===== config.mk =====
export PLATFORM = sky130hd
export DESIGN_NAME = text_console
export DESIGN_NICKNAME = d
export VERILOG_FILES = /design/src/rtl/text_console.sv
export SDC_FILE = /design/constraint.sdc
export NUM_CORES = 1
export LEC_CHECK = 0
export BUFFER_PORTS_ARGS = -buffer_cell sky130_fd_sc_hd__buf_2
export CELL_PAD_IN_SITES_DETAIL_PLACEMENT = 1
export CELL_PAD_IN_SITES_GLOBAL_PLACEMENT = 2
export CORE_MARGIN = 10
export CORE_UTILIZATION = 34
export DETAILED_ROUTE_END_ITERATION = 8
export HOLD_SLACK_MARGIN = 0.05
export PLACE_DENSITY = 0.89
export RECOVER_POWER = 100
export SLEW_MARGIN = 20
export SYNTH_ARGS = -nofsm -noshare
export SYNTH_HDL_FRONTEND = slang
export SYNTH_SLANG_ARGS = --single-unit

===== constraint.sdc =====
create_clock -name clk_sys -period 3.24 [get_ports clk_sys]
set_input_delay 0.648 -clock clk_sys [delete_from_list [all_inputs] [get_ports clk_sys]]
set_output_delay 0.648 -clock clk_sys [all_outputs]
set_load 0.03 [all_outputs]

===== src/rtl/text_console.sv =====
// Writer end of the tram system port: turns a character stream into cursor-addressed word
// writes, with control codes, line wrap, ring-buffer scrolling and screen clear.
// Optional feature macro: TEXT_CONSOLE_TAB_EN (0x09 advances to the next 8-column stop).
module text_console #(
  parameter int ADDRW     = 11,
  parameter int WORD      = 32,
  parameter int TEXT_HRES = 84,
  parameter int TEXT_VRES = 24,
  parameter int DEPTH     = 2016
) (
  input  logic             clk_sys,
  input  logic             rst_sys_n,
  input  logic             in_valid,
  output logic             in_ready,
  input  logic [7:0]       in_char,
  input  logic [3:0]       in_fg,
  input  logic [3:0]       in_bg,
  input  logic             clr,
  output logic [3:0]       tram_we,
  output logic [ADDRW-1:0] tram_addr,
  output logic [WORD-1:0]  tram_din,
  output logic [ADDRW-1:0] scroll_offs,
  output logic [6:0]       cur_col,
  output logic [4:0]       cur_row,
  output logic             busy
);

  typedef enum logic [1:0] {IDLE, CLEAR_LINE, CLEAR_ALL} state_t;

  localparam logic [ADDRW-1:0] HRES_A     = ADDRW'(TEXT_HRES);
  localparam logic [ADDRW-1:0] LAST_LINE  = ADDRW'(TEXT_HRES - 1);
  localparam logic [ADDRW-1:0] LAST_WORD  = ADDRW'(DEPTH - 1);
  localparam logic [6:0]       LAST_COL   = 7'(TEXT_HRES - 1);
  localparam logic [4:0]       LAST_ROW   = 5'(TEXT_VRES - 1);
  localparam logic [WORD-1:0]  SPACE_WORD = WORD'(32'h0000_0020);

  state_t           state, state_nxt;
  logic             run;
  logic [ADDRW-1:0] line_base, line_base_nxt;
  logic [ADDRW-1:0] scroll_offs_nxt;
  logic [ADDRW-1:0] cnt, cnt_nxt;
  logic [ADDRW-1:0] caddr, caddr_nxt;
  logic [6:0]       col_nxt;
  logic [4:0]       row_nxt;
  logic [3:0]       we_nxt;
  logic [ADDRW-1:0] addr_nxt;
  logic [WORD-1:0]  din_nxt;
  logic             accept;
  logic             advance;
`ifdef TEXT_CONSOLE_TAB_EN
  logic [7:0]       tab_col;
`endif

  // Every address in use is a multiple of the increment, so reaching DEPTH means wrap to 0.
  function automatic logic [ADDRW-1:0] add_wrap(input logic [ADDRW-1:0] a,
                                                input logic [ADDRW-1:0] inc);
    logic [ADDRW:0] s;
    s = {1'b0, a} + {1'b0, inc};
    if (s >= (ADDRW+1)'(DEPTH)) s = '0;
    return s[ADDRW-1:0];
  endfunction

  assign in_ready = run && (state == IDLE) && !clr;
  assign busy     = (state != IDLE);
  assign accept   = in_valid && in_ready;

  always_ff @(posedge clk_sys or negedge rst_sys_n) begin
    if (!rst_sys_n) begin
      state       <= IDLE;
      run         <= 1'b0;
      line_base   <= '0;
      scroll_offs <= '0;
      cnt         <= '0;
      caddr       <= '0;
      cur_col     <= '0;
      cur_row     <= '0;
      tram_we     <= '0;
      tram_addr   <= '0;
      tram_din    <= '0;
    end else begin
      state       <= state_nxt;
      run         <= 1'b1;
      line_base   <= line_base_nxt;
      scroll_offs <= scroll_offs_nxt;
      cnt         <= cnt_nxt;
      caddr       <= caddr_nxt;
      cur_col     <= col_nxt;
      cur_row     <= row_nxt;
      tram_we     <= we_nxt;
      tram_addr   <= addr_nxt;
      tram_din    <= din_nxt;
    end
  end

  always_comb begin
    state_nxt       = state;
    line_base_nxt   = line_base;
    scroll_offs_nxt = scroll_offs;
    cnt_nxt         = cnt;
    caddr_nxt       = caddr;
    col_nxt         = cur_col;
    row_nxt         = cur_row;
    we_nxt          = '0;
    addr_nxt        = tram_addr;
    din_nxt         = tram_din;
    advance         = 1'b0;
`ifdef TEXT_CONSOLE_TAB_EN
    tab_col         = {1'b0, cur_col[6:3], 3'b000} + 8'd8;
`endif
    case (state)
      IDLE: begin
        if (run && clr) begin
          state_nxt = CLEAR_ALL;
          cnt_nxt   = '0;
        end else if (accept) begin
          case (in_char)
            8'h0A: begin
              col_nxt = '0;
              advance = 1'b1;
            end
            8'h0D: col_nxt = '0;
            8'h08: if (cur_col != '0) col_nxt = cur_col - 7'd1;
`ifdef TEXT_CONSOLE_TAB_EN
            8'h09: begin
              if (tab_col >= 8'(TEXT_HRES)) begin
                col_nxt = '0;
                advance = 1'b1;
              end else begin
                col_nxt = tab_col[6:0];
              end
            end
`endif
            default: begin
              we_nxt   = 4'hF;
              addr_nxt = line_base + ADDRW'(cur_col);
              din_nxt  = WORD'({in_fg, in_bg, 16'h0000, in_char});
              if (cur_col == LAST_COL) begin
                col_nxt = '0;
                advance = 1'b1;
              end else begin
                col_nxt = cur_col + 7'd1;
              end
            end
          endcase
          if (advance) begin
            if (cur_row < LAST_ROW) begin
              row_nxt       = cur_row + 5'd1;
              line_base_nxt = add_wrap(line_base, HRES_A);
            end else begin
              state_nxt = CLEAR_LINE;
              caddr_nxt = scroll_offs;
              cnt_nxt   = '0;
            end
          end
        end
      end
      CLEAR_LINE: begin
        we_nxt    = 4'hF;
        addr_nxt  = caddr;
        din_nxt   = SPACE_WORD;
        caddr_nxt = add_wrap(caddr, ADDRW'(1));
        cnt_nxt   = cnt + ADDRW'(1);
        // The cleared line becomes the new bottom line; the display moves down one line only now.
        if (cnt == LAST_LINE) begin
          state_nxt       = IDLE;
          line_base_nxt   = scroll_offs;
          scroll_offs_nxt = add_wrap(scroll_offs, HRES_A);
        end
      end
      CLEAR_ALL: begin
        we_nxt   = 4'hF;
        addr_nxt = cnt;
        din_nxt  = SPACE_WORD;
        cnt_nxt  = cnt + ADDRW'(1);
        if (cnt == LAST_WORD) begin
          state_nxt       = IDLE;
          line_base_nxt   = '0;
          scroll_offs_nxt = '0;
          col_nxt         = '0;
          row_nxt         = '0;
        end
      end
      default: state_nxt = IDLE;
    endcase
  end

endmodule


## After elaboration in Yosys (flattened, before gate mapping)

Cells that the tools add are included.

| operators by class | value |
|---|---|
| add/sub/neg operators | 8 |
| $lt $le $gt $ge | 4 |
| equal/unequal tests | 20 |
| multiplexer cells | 59 |
| reduce and logical (&&, ||, !) cells | 26 |

Operators by type and width:

| operator | count |
|---|---|
| $mux 11 | 21 |
| $mux 32 | 3 |
| $pmux 11 s2 | 3 |
| $pmux 11 s3 | 2 |
| $pmux 32 s2 | 1 |
| $ge 12x11->1 const B | 3 |
| $mux 7 | 5 |
| $pmux 7 s2 | 2 |
| $mux 5 | 5 |
| $add 11x7->12 const B | 2 |
| $eq 8x4->1 const B | 3 |
| $reduce_and 5->1 | 3 |
| $add 11x1->12 const B | 1 |
| $mux 2 | 6 |
| $mux 4 | 3 |
| $ne 2x2->1 const B | 6 |
| $reduce_and 4->1 | 3 |
| $add 11x1->11 const B | 1 |
| $add 11x7->11 | 1 |
| $eq 11x11->1 const B | 1 |
| $eq 11x7->1 const B | 1 |
| $pmux 5 s2 | 1 |
| $reduce_bool 2->1 | 5 |
| $pmux 4 s2 | 1 |
| other kinds (24) | 34 |

| storage, ports and cells | value |
|---|---|
| flip-flop bits (word level) | 106 |
| input bits | 20 |
| output and inout port bits | 72 |
| logic and storage cells | 128 |

## Depth between registers and ports, before layout

| depth | value |
|---|---|
| depth in word-level cells | 11 |
| gate-level depth with buffers | 11 |
| depth with buffers taken out | 8 |

## Least setup slack after synthesis

OpenSTA, ideal clock, no wires.

| timing path | value |
|---|---|
| path kind | register to register |
| from | register cur_col[1] |
| to | register cnt[3] |
| setup time | 69 ps |
| arrival time | 2354 ps |
| required time | 3171 ps |
| setup slack | 817 ps |
| stages on the path, launching flop included | 8 |
| path buffers | 0 |
| period minus slack after synthesis | 2423 ps |
| cell sequence | dfrtp_1 ha_1 nand4b_1 or2_4 a2111oi_4 a31oi_1 or4_1 nand3_1 |

| on the way | value |
|---|---|
| word-level cells in the longest chain between the ends | 8 |

Ends and longest elaborated chain:

| what | line | text |
|---|---|---|
| start, declared | 23 | `output logic [6:0] cur_col,` |
| start signal, assigned | 87 | `cur_col <= col_nxt;` |
| $eq 7x7->1 | 137 | `if (cur_col == LAST_COL) begin` |
| $mux 1 | 137 |  |
| $pmux 1 s2 | 116 | `case (in_char)` |
| $mux 1 | 115 | `end else if (accept) begin` |
| $mux 1 | 112 | `if (run && clr) begin` |
| $mux 1 | 110 | `case (state)` |
| $ne 3x1->1 (no line) | - |  |
| $reduce_and 4->1 (no line) | - |  |
| end signal, assigned | 85 | `cnt <= cnt_nxt;` |
| end, declared | 41 | `logic [ADDRW-1:0] cnt, cnt_nxt;` |

No other way between the ends. The select of a mux whose other input is x is not followed.
A chain may end at the register's enable or synchronous reset.

## Worst setup path after layout

| timing path | value |
|---|---|
| from | register cur_col[1] |
| to | register cnt[6] |

The elaborated chain is that of the path after synthesis.

==> results.toml <==
[run_status]
status = "completed"

[critical_path]
endpoint_kind = "flop"
crit_type = "flop to flop"
arrival_ps = 3210
slowest_delay_ps = 540
cp_slowest_cell = "dfrtp_1"
critical_path.max_fanout = 13
startpoint_type = "flop"
cp.required_ps = 3520
path_cells = "ha_1, nand4b_1, or2_0, a2111oi_4, a31oi_1, buf_4, o31ai_1, a22o_1"

[timing]
period_share_pct = 90.5
hold_ws_ps = 482
fmax_mhz = 341
max_slew_margin_pct = 6.77
finalClockSkew_ps = 4.67
rsz0062_at_grt = "false"
setup_viol = 0
worstMarginPinSlew_ps = 1400
tns_ps = 0
fin_crit_ps = 2930
fin_ws_ps = 307
drv_slew = 0
hold_viol = 0

[power_and_ir_drop]
ir_drop_v = 0.000205
p_leak_nw = 2.63
p_per_area_nw_per_um2 = 338
power.total_mw = 2.15

[place]
io_buffers = 73
post-dp-hpwl_mm = 14.0
place.gp.congestion = 0.882
dp_slack_ps = 291
placedInstanceArea_um2 = 6190

[floorplanning]
rows = 47
initial_core_util_pct = 34.7
ioPinCount = 92
core_area_um2 = 16500
dieArea_um2 = 22400
die-width_um = 150
die_h_um = 150

[grt]
grt_max_degree = 53
grt_pass1_wl_mm = 30.0
globalRoute.totalOverflow = 0
grt_util_all_layers_pct = 16.4
antenna_found_initial = 0
first_global_vias = 5625

[job]
drv_cap = 0

[synth]
synth_top_area_cell = "dfrtp_1"
netlist.area_leader.share_pct = 36.3
ys_seq_area_share_pct = 36.3
synth_area_um2 = 5730
yosysWarnings = 0
ys_seq_elements = 83
syn_area_per_cell_um2 = 8.41
netlist_instances = 681
synth_edf_count = 0
synth_flop_cell = "dfrtp_1"
synth.distinct_cells = 79
synth.area.top_cells = "dfrtp_1, nand2_1, ha_1"
async_reset_ff_share_pct = 100

[cells_and_area]
syn_to_final_growth_pct = 10.9
num-nets-final = 768
final_common_cell = "nand2_1"
layout_common_cells = "nand2_1, dfrtp_1, clkbuf_1"
fillers = 2057
final_area_um2 = 6350
final_layout_size_suffix_gt1_share_pct = 7.23
antennaDiodeCount = 0

[clocking]
cts.repair.resized = 0
cts-root-buf = "clkbuf_16"
holdBufCountCts = 0
cts_post_setup_buffers_inserted = 0
cts_tree = "yes"
clock_sinks = 83
path_clk_slew_ps = 60
h-tree-depth = 3
clock_path_buffers = 2
cts_buffers = 9
clk_latency_ps = 340

[detailed_routing]
antenna_left = 0
drc = 0
first_pass_iters = 4
viasPerCell = 5.70
num_vias = 5429
wl_per_cell_um = 19.6
drt_iter0_markers = 367
routed_wl_mm = 18.6

[hold_path]
hp-class = "flop to flop"
[Yosys cell counts (4+ instances only)]
| cell | instances |
|---|---|
| a211oi_1 | 4 |
| a21o_1 | 9 |
| a21oi_1 | 35 |
| a221o_1 | 4 |
| a221oi_1 | 8 |
| a22o_1 | 10 |
| a22oi_1 | 10 |
| a31oi_1 | 16 |
| a32oi_1 | 4 |
| and2_1 | 5 |
| and3_1 | 9 |
| and4_1 | 4 |
| buf_2 | 14 |
| buf_4 | 22 |
| clkbuf_1 | 29 |
| dfrtp_1 | 83 |
| ha_1 | 19 |
| inv_1 | 27 |
| mux2i_1 | 4 |
| nand2_1 | 95 |
| nand2b_1 | 5 |
| nand3_1 | 27 |
| nand4_1 | 7 |
| nor2_1 | 37 |
| nor2b_1 | 5 |
| nor3_1 | 12 |
| nor4_1 | 4 |
| o211ai_1 | 7 |
| o21a_1 | 8 |
| o21ai_0 | 31 |
| o21ai_1 | 17 |
| o22ai_1 | 11 |
| o31ai_1 | 14 |
| o41ai_1 | 4 |
| or3_1 | 6 |
| xnor2_1 | 8 |
| xor2_1 | 4 |
[per-stage QoR]
| stage | util, % | std cells |
|---|---|---|
| 6_report | 38.4 | 953 |
| 5_1_grt | 38.4 | 953 |
| 4_1_cts | 39.2 | 953 |
| 3_5_place_dp | 37.4 | 938 |
| 3_3_place_gp | 37.4 | 938 |
| 2_1_floorplan | - | 698 |
[cell families (layout without fill, tap and decap cells)]
group / Yosys count / count (layout) / share of synthesized area [%]
multiplexers: 9 / 9 / 1.68
other: 2 / 19 / 0.131
AO/OA/AOI/OAI: 226 / 226 / 28.0
adder cells (fa/ha/maj): 19 / 19 / 4.15
flip-flops: 83 / 83 / 36.3
XOR/XNOR: 12 / 12 / 1.84
AND/OR/NAND/NOR: 234 / 234 / 19.8
buffers and inverters: 96 / 131 / 8.17
[path summary, 6_finish.rpt]
check                             start           end  slack, ps  cells after the start
setup / recovery             cur_col[1]        cnt[6]        310                      8
max in group asynchronous     rst_sys_n     caddr[10]       1080                      2
min in group asynchronous     rst_sys_n  tram_din[25]        630                      1
setup reg to reg             cur_col[1]        cnt[6]        310                      8
hold / removal             tram_din[26]  tram_din[26]        480                      2
hold reg to reg            tram_din[26]  tram_din[26]        480                      2
[flip-flops by register name, indices dropped and copies added, names as in the netlist, 5 cells and up]
signal       flops
line_base        9
tram_addr       11
cur_col          7
scroll_offs      9
cur_row          5
tram_din        16
cnt             11
caddr           11
[cell type report]
class	instances	area (um2)	share of cell area, %
clock buffers	10	229	3.61
clock inverters	5	55.1	0.867
inverters	29	109	1.71
multi-input cells	519	3220	50.7
flip-flops and latches	83	2080	32.7
well taps	220	275	4.33
repair buffers	87	384	6.05
[power breakdown]
part           total (mW)  switching [mW]  leakage, nW  internal, mW
logic              0.0839          0.0702         1.48        0.0136
clock network        1.02           0.434        0.134         0.591
registers            1.04         0.00105         1.02          1.04
total                2.15           0.505         2.63          1.64
[routing by layer]
layer  wire length, um  global-route usage, %
met4               341                   4.47
met1              8390                   20.5
met5                 0                      0
met2              8960                   28.3
met3               941                   2.87
[critical path, delay by kind of cell, from the launching register on]
kind	cells	cell delay, ps
AO/OA/AOI/OAI	4	1170
AND/OR/NAND/NOR	2	550
flip-flops	1	540
buffers and inverters	1	310
adder cells (fa/ha/maj)	1	290
(Power assumes the default switching activity.)
